<file path="src/rtl/mips_pkg.sv">
// Shared integer-datapath definitions: divider FSM states, divide function
// codes (contiguous with the ALU codes) and the datapath word width.
package mips_pkg;

  localparam int unsigned WORD = 32;

  localparam logic [4:0] FS_DIV  = 5'h1A;
  localparam logic [4:0] FS_DIVU = 5'h1B;

  typedef enum logic [1:0] {
    IDLE,
    CALC,
    FIX,
    DONE
  } div_state_t;

endpackage

</file>
<file path="src/rtl/div_step.sv">
// One restoring-division iteration: shift {rem, quo} left, trial-subtract the
// divisor, keep the difference and set the quotient bit when there is no borrow.
module div_step #(
  parameter int unsigned WIDTH = 32
) (
  input  logic [WIDTH-1:0] rem,
  input  logic [WIDTH-1:0] quo,
  input  logic [WIDTH-1:0] divisor,
  output logic [WIDTH-1:0] rem_next,
  output logic [WIDTH-1:0] quo_next
);

  logic [WIDTH:0] partial;
  logic [WIDTH:0] trial;
  logic           borrow;
  logic           unused_trial_msb;

  assign partial = {rem, quo[WIDTH-1]};
  assign {borrow, trial} = {1'b0, partial} - {2'b00, divisor};

  // rem < divisor on entry, so an accepted difference always fits in WIDTH bits
  assign rem_next = borrow ? partial[WIDTH-1:0] : trial[WIDTH-1:0];
  assign quo_next = {quo[WIDTH-2:0], ~borrow};

  assign unused_trial_msb = trial[WIDTH];

endmodule

</file>
<file path="src/rtl/div_32.sv">
// Multi-cycle signed/unsigned restoring divider with start/done handshake.
// Optional DIV0_DETECT_EN: a zero divisor skips CALC/FIX and finishes in one cycle.
module div_32
  import mips_pkg::*;
#(
  parameter int unsigned WIDTH = WORD
) (
  input  logic             clk,
  input  logic             reset_n,
  input  logic             start,
  input  logic             sign,
  input  logic [WIDTH-1:0] S,
  input  logic [WIDTH-1:0] T,
  output logic [WIDTH-1:0] Y_hi,
  output logic [WIDTH-1:0] Y_lo,
  output logic             N,
  output logic             Z,
  output logic             V,
  output logic             C,
  output logic             busy,
  output logic             done
);

  div_state_t       state, state_nx;
  logic [WIDTH-1:0] rem, quo, dvs;
  logic [WIDTH-1:0] rem_nx, quo_nx;
  logic [WIDTH-1:0] q_fix, r_fix;
  logic [5:0]       cnt;
  logic             sign_r, s_neg, t_neg;
  logic             last_step, div0_bypass, ovf;

  div_step #(.WIDTH(WIDTH)) u_step (
    .rem      (rem),
    .quo      (quo),
    .divisor  (dvs),
    .rem_next (rem_nx),
    .quo_next (quo_nx)
  );

  assign last_step = (cnt == 6'(WIDTH - 1));

`ifdef DIV0_DETECT_EN
  assign div0_bypass = (T == '0);
`else
  assign div0_bypass = 1'b0;
`endif

  always_comb begin
    state_nx = state;
    unique case (state)
      IDLE:    if (start) state_nx = div0_bypass ? DONE : CALC;
      CALC:    if (last_step) state_nx = FIX;
      FIX:     state_nx = DONE;
      DONE:    state_nx = IDLE;
      default: state_nx = IDLE;
    endcase
  end

  always_ff @(posedge clk) begin
    if (!reset_n) state <= IDLE;
    else          state <= state_nx;
  end

  // Overflow is recognised after CALC: |T|==1 with T negative and a magnitude
  // quotient of 0x80000000 can only come from 0x80000000 / -1.
  assign ovf   = sign_r & s_neg & t_neg & (dvs == WIDTH'(1)) &
                 (quo == {1'b1, {(WIDTH-1){1'b0}}});
  assign q_fix = (sign_r & (s_neg ^ t_neg)) ? -quo : quo;
  assign r_fix = (sign_r & s_neg) ? -rem : rem;

  always_ff @(posedge clk) begin
    if (!reset_n) begin
      rem    <= '0;
      quo    <= '0;
      dvs    <= '0;
      cnt    <= '0;
      sign_r <= 1'b0;
      s_neg  <= 1'b0;
      t_neg  <= 1'b0;
      Y_hi   <= '0;
      Y_lo   <= '0;
      N      <= 1'b0;
      Z      <= 1'b1;
      V      <= 1'b0;
    end else begin
      unique case (state)
        IDLE: if (start) begin
          sign_r <= sign;
          s_neg  <= S[WIDTH-1];
          t_neg  <= T[WIDTH-1];
          quo    <= (sign & S[WIDTH-1]) ? -S : S;
          dvs    <= (sign & T[WIDTH-1]) ? -T : T;
          rem    <= '0;
          cnt    <= '0;
          if (div0_bypass) begin
            Y_lo <= '1;
            Y_hi <= S;
            N    <= 1'b1;
            Z    <= 1'b0;
            V    <= 1'b1;
          end
        end
        CALC: begin
          rem <= rem_nx;
          quo <= quo_nx;
          cnt <= cnt + 6'd1;
        end
        FIX: begin
          Y_lo <= q_fix;
          Y_hi <= r_fix;
          N    <= q_fix[WIDTH-1];
          Z    <= (q_fix == '0);
          V    <= ovf | (dvs == '0);
        end
        default: ;
      endcase
    end
  end

  assign C    = 1'b0;
  assign busy = (state == CALC) || (state == FIX);
  assign done = (state == DONE);

endmodule
</file>
<file path="config.mk">
export PLATFORM = sky130hd
export DESIGN_NAME = div_32
export DESIGN_NICKNAME = d
export VERILOG_FILES = /design/src/rtl/mips_pkg.sv /design/src/rtl/div_step.sv /design/src/rtl/div_32.sv
export SDC_FILE = /design/constraint.sdc
export NUM_CORES = 1
export LEC_CHECK = 0
export ABC_AREA = 1
export BUFFER_PORTS_ARGS = -buffer_cell sky130_fd_sc_hd__buf_2
export CAP_MARGIN = 40
export CORE_MARGIN = 2
export CORE_UTILIZATION = 55
export CTS_CLUSTER_DIAMETER = 40
export DETAILED_ROUTE_END_ITERATION = 8
export GPL_TIMING_DRIVEN = 0
export HOLD_SLACK_MARGIN = 0.1
export PLACE_DENSITY_LB_ADDON = 0.12
export SYNTH_ARGS = -nofsm -noshare
export SYNTH_HDL_FRONTEND = slang
export SYNTH_HIERARCHICAL = 1
export SYNTH_SLANG_ARGS = --single-unit
</file>
<file path="constraint.sdc">
create_clock -name clk -period 1.91 [get_ports clk]
set_input_delay 0.0955 -clock clk [delete_from_list [all_inputs] [get_ports clk]]
set_output_delay 0.0955 -clock clk [all_outputs]
set_load 0.005 [all_outputs]
</file>
==> out/qor.csv, run 1 <==
metric,value,unit
static leakage,9.09,nW
synthesized netlist net count,2457,
status,finished with violations,
via count,16314,
library cells used by synthesis,52,
portion of the post-synthesis area used by sequential elements,25.1,%
setup slack of the critical path after layout,-279,ps
initial standard-cell utilization of the core,56.4,%
met3 Usage GRT,5.32,%
largest net degree at the start of global routing,19,
category of the critical setup timing path,reg -> reg,
antenna diode count,0,
fill cell count,2052,
clock period minus final worst setup slack,2190,ps
Critical Path Sink Type,register,
I/O pin cnt,138,
most area-consuming cells after synthesis,"sky130_fd_sc_hd__dfxtp_1 25%, sky130_fd_sc_hd__nand2_1 18%, sky130_fd_sc_hd__inv_1 9.6%, sky130_fd_sc_hd__nor2_1 7.9%, sky130_fd_sc_hd__a21oi_1 5.5%",
Core Area,24500,um2
number of pins with negative max-slew slack in the final report,0,
initial antenna violation count,0,
flip-flop cell with the highest count after synthesis,sky130_fd_sc_hd__dfxtp_1,
wire length of the first global-routing pass,76800,um
die boundary height,162,um
worst path arrival time,2480,ps
Clock Tree Buf Depth,2,
classification of the worst-slack hold path,in -> reg,
instance count of the mapped netlist,2346,
Overall Global Routing Usage,37.0,%
cell at the root of the clock tree,sky130_fd_sc_hd__clkbuf_16,
top cell type by total area after synthesis,sky130_fd_sc_hd__dfxtp_1,
mean number of vias per cell,5.54,
number of port buffers,135,
Worst Reg-to-Reg Cells,16,
count of nets left with antenna violations after detail routing,0,
routing layer with the top usage in global route,met2,
number of buffers inserted during clock tree synthesis,17,
fraction of final layout cells with drive strength greater than 1,26.8,%
IR Drop Worst-Case VDD,0.000788,V
origin of the worst min-delay path,S[8],
Yosys warning total,6,
final std cells w/o fill,2947,
number of cells after detailed placement,2807,
Most Frequent Cell on Critical Path,sky130_fd_sc_hd__nand2_2,
Slowest Stage Delay on Critical Path,340,ps
floorplan die width,162,um
DRT Wirelength,50700,um
"Remaining Overflow, GRT",0,
layout overhead on the synthesized area,30.2,%
number of enable flip-flop cells after synthesis,0,
max_slew headroom,44.3,%
Crit Path Max Fanout,7,
maximum level of the CTS H-tree,4,
Required @ worst endpoint,2200,ps
final worst clock skew,18.0,ps
setup repair after global routing missed its margin,yes,
number of global-route vias before repair,14748,
TNS Setup,-7180,ps
clock latency of the later-clocked register in the worst-skew pair,440,ps
library cell contributing the largest single delay on the critical path,sky130_fd_sc_hd__dfxtp_2,
capture instance of the worst register-to-register path,rem[2]$_SDFFE_PN0P_,
mean cell area of the mapped netlist,5.88,um2
final-report hold violation count,0,
sequence of cells on the critical path,inv_2 > ha_4 > nand2_2 > nand2_2 > nand2_2 > nand3_2 > a21oi_4 > nor2_2 > nor2_4 > nand2_8 > buf_12 > buf_16 > nand2_2 > nand2_2 > nand2_2 > a21oi_2,
violations in the final reports,setup timing,
number of max-cap violations,0,
Detailed Routing Iterations Pass 1,6,
Global Route met1 Usage,52.3,%
flop-to-flop setup slack,-280,ps
register clock-pin slew on the reported worst setup and hold paths,80,ps
WHS Path Cells,4,
power density of the placed cells,1260,nW/um2
met2 usage,59.0,%
share of async-settable or async-resettable flops after synthesis,0,%
netlist area before placement,13800,um2
standard-cell rows,57,
Post-DP HPWL,36700,um
floorplan die area,26400,um2
Overall Power,22.6,mW
worst reg2reg path startpoint,dvs[18]$_SDFFE_PN0P_,
period utilisation layout,115,%
type of element launching the critical path,register,
drt drc,0,
number of synthesized register bits,173,
fmax,457,MHz
# setup viols final,36,
measured slew at the worst slew-check pin,836,ps
clock tree from TritonCTS,done,
number of design-rule violations left by the first detailed-router iteration,1995,
TritonCTS sink count,173,
hold path endpoint,quo[8]$_SDFFE_PN0P_,
GPL Wtd Cong,0.966,
wire per inst,17.2,um
Nets,2721,
fraction of the core area covered by cells at the end of the flow,73.4,%
area share of the largest cell type after synthesis,25.1,%
-- cells by family (layout without fill, tap and decap cells) --
group | count (synthesis) | in the layout | share of synthesized area [%]
DFF | 173 | 173 | 25.1
AOI/OAI and AO/OA | 348 | 348 | 14.1
xor gates and xnor gates | 57 | 57 | 3.62
other | 1 | 1 | 0.0272
adders and majority gates | 43 | 43 | 3.95
and+or+nand+nor | 1251 | 1252 | 38.5
buffers and inverters | 473 | 749 | 14.7
-- layout by cell type (no fill, tap or decap), types with 25 or more instances in the layout --
master                            n
sky130_fd_sc_hd__nor2_2          34
sky130_fd_sc_hd__o211ai_1        42
sky130_fd_sc_hd__o21ai_0        110
sky130_fd_sc_hd__nand2_1        599
sky130_fd_sc_hd__inv_2           33
sky130_fd_sc_hd__a21oi_1        134
sky130_fd_sc_hd__dfxtp_4         25
sky130_fd_sc_hd__nand2_2         72
sky130_fd_sc_hd__xor2_1          47
sky130_fd_sc_hd__dlygate4sd3_1   36
sky130_fd_sc_hd__nor2_1         246
sky130_fd_sc_hd__nand4_1         30
sky130_fd_sc_hd__ha_4            32
sky130_fd_sc_hd__dfxtp_1         95
sky130_fd_sc_hd__inv_1          320
sky130_fd_sc_hd__nand3_1        129
sky130_fd_sc_hd__buf_2          152
sky130_fd_sc_hd__nand3_2         31
sky130_fd_sc_hd__dfxtp_2         53
sky130_fd_sc_hd__buf_4          101
-- critical path: cells and delay by family, from the launching register on --
kind                     cells  cell delay (ps)
adder cells (fa/ha/maj)      1              250
flip-flops                   1              340
AND/OR/NAND/NOR             10              880
buffers and inverters        3              350
AO/OA/AOI/OAI                2              230
-- report_power, final --
group          total (mW)  internal (mW)  switching, mW
Sequential           5.64           4.61           1.02
Combinational        13.4           5.15           8.21
Clock                3.63           1.88           1.75
Total                22.6           11.6           11.0
-- how the worst max path moves through the flow --
| stage | startpoint | end | slack [ps] | depth (start not counted) |
|---|---|---|---|---|
| 2_1_floorplan | quo[31]$_SDFFE_PN0P_ | rem[28]$_SDFFE_PN0P_ | -9 | 17 |
| 3_3_place_gp | rem[23]$_SDFFE_PN0P_ | rem[19]$_SDFFE_PN0P_ | -520 | 14 |
| 3_5_place_dp | rem[22]$_SDFFE_PN0P_ | rem[28]$_SDFFE_PN0P_ | -550 | 13 |
| 4_1_cts | dvs[6]$_SDFFE_PN0P_ | rem[24]$_SDFFE_PN0P_ | -210 | 16 |
| 5_1_grt | dvs[30]$_SDFFE_PN0P_ | rem[25]$_SDFFE_PN0P_ | -360 | 14 |
| 6_report | dvs[18]$_SDFFE_PN0P_ | rem[2]$_SDFFE_PN0P_ | -280 | 16 |
-- state kept, by name (all words and copies together) (netlist names) --
register,count
quo,32
rem,32
Z,1
Y_lo,32
Y_hi,32
dvs,32
t_neg,1
sign_r,1
cnt,6
s_neg,1
state,2
V,1
-- area by class of cell --
class                           instances  area (um2)  area share (%)
Multi-Input combinational cell       1701        9500            52.9
Sequential cell                       173        3620            20.2
Timing Repair Buffer                  245        1710            9.49
Inverter                              360        1380            7.65
Buffer                                112         761            4.23
Clock buffer                           17         425            2.37
Tap cell                              324         405            2.26
Clock inverter                         15         173           0.961
-- per-layer routing --
metal,vias to the layer above,routed length (um)
li1,7933,-
met1,7422,22200
met2,842,22300
met3,117,4800
met4,0,1400
met5,-,0
-- repair_timing --
action / in CTS / in global routing
resized for setup: 242 / 209
endpoints found under the setup margin: 135 / 109
hold endpoints to repair: 37 / 0
setup buffers: 45 / 24
pin swaps: 54 / 66
hold buffers: 36 / 0
gates cloned: 3 / 1
-- per-stage QoR --
stage          cell area, um2  hold slack, ps  worst slack (ps)
2_1_floorplan           13900             234             -9.06
3_3_place_gp            15000             379              -523
3_5_place_dp            15000             391              -547
4_1_cts                 17100             103              -205
5_1_grt                 18000             136              -365
6_report                18000             116              -279
-- synthesized netlist by cell type, types with 15 or more instances --
cell                       number
sky130_fd_sc_hd__clkbuf_1      41
sky130_fd_sc_hd__buf_2         19
sky130_fd_sc_hd__nand3_1      151
sky130_fd_sc_hd__nand3_2       15
sky130_fd_sc_hd__ha_1          42
sky130_fd_sc_hd__inv_1        352
sky130_fd_sc_hd__buf_4         35
sky130_fd_sc_hd__o211ai_1      42
sky130_fd_sc_hd__dfxtp_1      173
sky130_fd_sc_hd__nand4_1       30
sky130_fd_sc_hd__a21oi_1      153
sky130_fd_sc_hd__nand2_1      675
sky130_fd_sc_hd__nor3_1        27
sky130_fd_sc_hd__xor2_1        48
sky130_fd_sc_hd__nor2_1       289
sky130_fd_sc_hd__o21ai_0      118
(Power assumes the default switching activity.)
==> inputs of run 2 (changes only) <==
--- a/config.mk
+++ b/config.mk
@@ -14,7 +14,7 @@
 export DETAILED_ROUTE_END_ITERATION = 8
 export GPL_TIMING_DRIVEN = 0
 export HOLD_SLACK_MARGIN = 0.1
-export PLACE_DENSITY_LB_ADDON = 0.12
+export PLACE_DENSITY = 0.78
 export SYNTH_ARGS = -nofsm -noshare
 export SYNTH_HDL_FRONTEND = slang
 export SYNTH_HIERARCHICAL = 1
==> constraint.sdc (replaced) <==
create_clock -name clk -period 1.88 [get_ports clk]
set_input_delay 0.094 -clock clk [delete_from_list [all_inputs] [get_ports clk]]
set_output_delay 0.094 -clock clk [all_outputs]
set_load 0.005 [all_outputs]
==> run 2 against run 1 <==
Compared with the run above: the flow still finishes with violations (setup timing); register-to-register slack worse by 30 ps; first-iteration DRC count is 0.10% lower; non-clock buffer count is 25 higher; clock power up 3%; design area rose by 4.0%; global-route usage increased by 0.11 points; clock-buffer cell count is 1 higher; combinational power rose by 4%; via count is 2.2% higher; fmax decreased by 0.18%; wire length up 2.3%; largest cell class unchanged; largest power group unchanged.
==> out/qor.csv, run 2 (synthesis results as in run 1) <==
metric,value,unit
floorplan die width,162,um
final worst clock skew,14.4,ps
maximum level of the CTS H-tree,4,
power density of the placed cells,1260,nW/um2
number of port buffers,135,
setup slack of the critical path after layout,-312,ps
sequence of cells on the critical path,inv_2 > ha_4 > buf_4 > nand2_2 > inv_1 > nand2_1 > nand2_1 > inv_1 > nand3_4 > nand2_2 > nand3_1 > nand2_2 > nand3_4 > nand2_2 > nand2_2 > a21oi_2,
fmax,456,MHz
final-report hold violation count,0,
DRT Wirelength,51800,um
clock period minus final worst setup slack,2190,ps
worst path arrival time,2560,ps
fraction of final layout cells with drive strength greater than 1,29.9,%
clock tree from TritonCTS,done,
largest net degree at the start of global routing,20,
period utilisation layout,117,%
layout overhead on the synthesized area,35.4,%
wire per inst,17.4,um
GPL Wtd Cong,0.997,
Critical Path Sink Type,register,
mean number of vias per cell,5.61,
measured slew at the worst slew-check pin,882,ps
fill cell count,1911,
fraction of the core area covered by cells at the end of the flow,76.4,%
Nets,2747,
worst reg2reg path startpoint,dvs[8]$_SDFFE_PN0P_,
max_slew headroom,41.2,%
IR Drop Worst-Case VDD,0.000710,V
floorplan die area,26400,um2
library cell contributing the largest single delay on the critical path,sky130_fd_sc_hd__dfxtp_4,
standard-cell rows,57,
hold path endpoint,dvs[16]$_SDFFE_PN0P_,
drt drc,0,
die boundary height,162,um
number of design-rule violations left by the first detailed-router iteration,1993,
Core Area,24500,um2
via count,16676,
Post-DP HPWL,36800,um
most common library cell in the layout ignoring fill and taps,sky130_fd_sc_hd__nand2_1,
Required @ worst endpoint,2250,ps
final worst hold slack,111,ps
capture instance of the worst register-to-register path,rem[26]$_SDFFE_PN0P_,
status,finished with violations,
antenna diode count,0,
WHS Path Cells,5,
static leakage,9.29,nW
number of max-cap violations,0,
flop-to-flop setup slack,-310,ps
violations in the final reports,setup timing,
"Remaining Overflow, GRT",0,
Crit Path Max Fanout,4,
Worst Reg-to-Reg Cells,16,
Detailed Routing Iterations Pass 1,8,
# setup viols final,34,
number of buffers inserted during clock tree synthesis,17,
Overall Global Routing Usage,37.1,%
origin of the worst min-delay path,T[16],
number of pins with negative max-slew slack in the final report,0,
count of nets left with antenna violations after detail routing,0,
highest-count cells in the layout ignoring fill and taps,"587 x sky130_fd_sc_hd__nand2_1, 319 x sky130_fd_sc_hd__inv_1, 239 x sky130_fd_sc_hd__nor2_1",
category of the critical setup timing path,reg -> reg,
setup repair after global routing missed its margin,yes,
wire length of the first global-routing pass,77300,um
TritonCTS sink count,173,
type of element launching the critical path,register,
initial standard-cell utilization of the core,56.4,%
Worst setup startpoint,dvs[8]$_SDFFE_PN0P_,
number of global-route vias before repair,14786,
clock latency of the later-clocked register in the worst-skew pair,440,ps
cell at the root of the clock tree,sky130_fd_sc_hd__clkbuf_16,
classification of the worst-slack hold path,in -> reg,
initial antenna violation count,1,
I/O pin cnt,138,
Most Frequent Cell on Critical Path,sky130_fd_sc_hd__nand2_2,
register clock-pin slew on the reported worst setup and hold paths,70,ps
Clock Tree Buf Depth,2,
Slowest Stage Delay on Critical Path,360,ps
[run 2: layout make-up]
cell class	instances	area [um2]	area share, %
Multi-Input combinational cell	1700	9810	52.5
Sequential cell	173	3650	19.5
Timing Repair Buffer	272	2000	10.7
Inverter	360	1390	7.45
Buffer	110	810	4.33
Clock buffer	18	429	2.30
Tap cell	324	405	2.17
Clock inverter	14	173	0.924
Timing Repair inverter	2	11.3	0.0603
[run 2: power by group]
part | internal, mW | leakage (nW) | switching, mW
sequential | 4.70 | 1.46 | 1.07
clock | 2.02 | 0.290 | 1.73
combinational | 5.46 | 7.55 | 8.57
total | 12.2 | 9.29 | 11.4
[run 2: timing repair]
action,4_1_cts,5_1_grt
endpoints found under the setup margin,142,129
hold endpoints to repair,39,0
hold buffers,38,0
cloned,3,7
resized for setup,274,286
buffers inserted,53,43
pin swaps,45,93
[run 2: how the worst max path moves through the flow]
stage,to,slack (ps),cells after the start
CTS,rem[18]$_SDFFE_PN0P_,-240,18
detailed placement,rem[22]$_SDFFE_PN0P_,-510,13
floorplan,rem[28]$_SDFFE_PN0P_,-5,17
global route,rem[15]$_SDFFE_PN0P_,-370,15
finish,rem[26]$_SDFFE_PN0P_,-310,16
global placement,rem[22]$_SDFFE_PN0P_,-510,13
[run 2: metal layers]
layer  vias up  global-route usage [%]  routed length [um]
li1       8005                       -                   -
met3       147                    4.89                4890
met2       956                    57.6               22900
met1      7568                    52.6               22100
met5         -                       0                   0
met4         0                    13.5                2010
[run 2: stage by stage]
| stage | instances | setup slack [ps] | total power [mW] | setup TNS, ps | cell area [um2] |
|---|---|---|---|---|---|
| after global routing | 2973 | -366 | 25.0 | -11700 | 18700 |
| final | 2973 | -312 | 23.5 | -8280 | 18700 |
| after floorplan | 2346 | -4.67 | 13.0 | -4.67 | 14000 |
| after global placement | 2805 | -509 | 16.1 | -29480 | 15000 |
| after detailed placement | 2806 | -508 | 16.3 | -32920 | 15000 |
| after CTS | 2930 | -237 | 21.5 | -6190 | 17400 |
[run 2: worst max-delay path: cells and delay by family, from the launching register on]
family / cells / cell delay [ps]
adder cells (fa/ha/maj): 1 / 220
buffers and inverters: 4 / 410
flip-flops: 1 / 360
AO/OA/AOI/OAI: 1 / 130
AND/OR/NAND/NOR: 10 / 1000
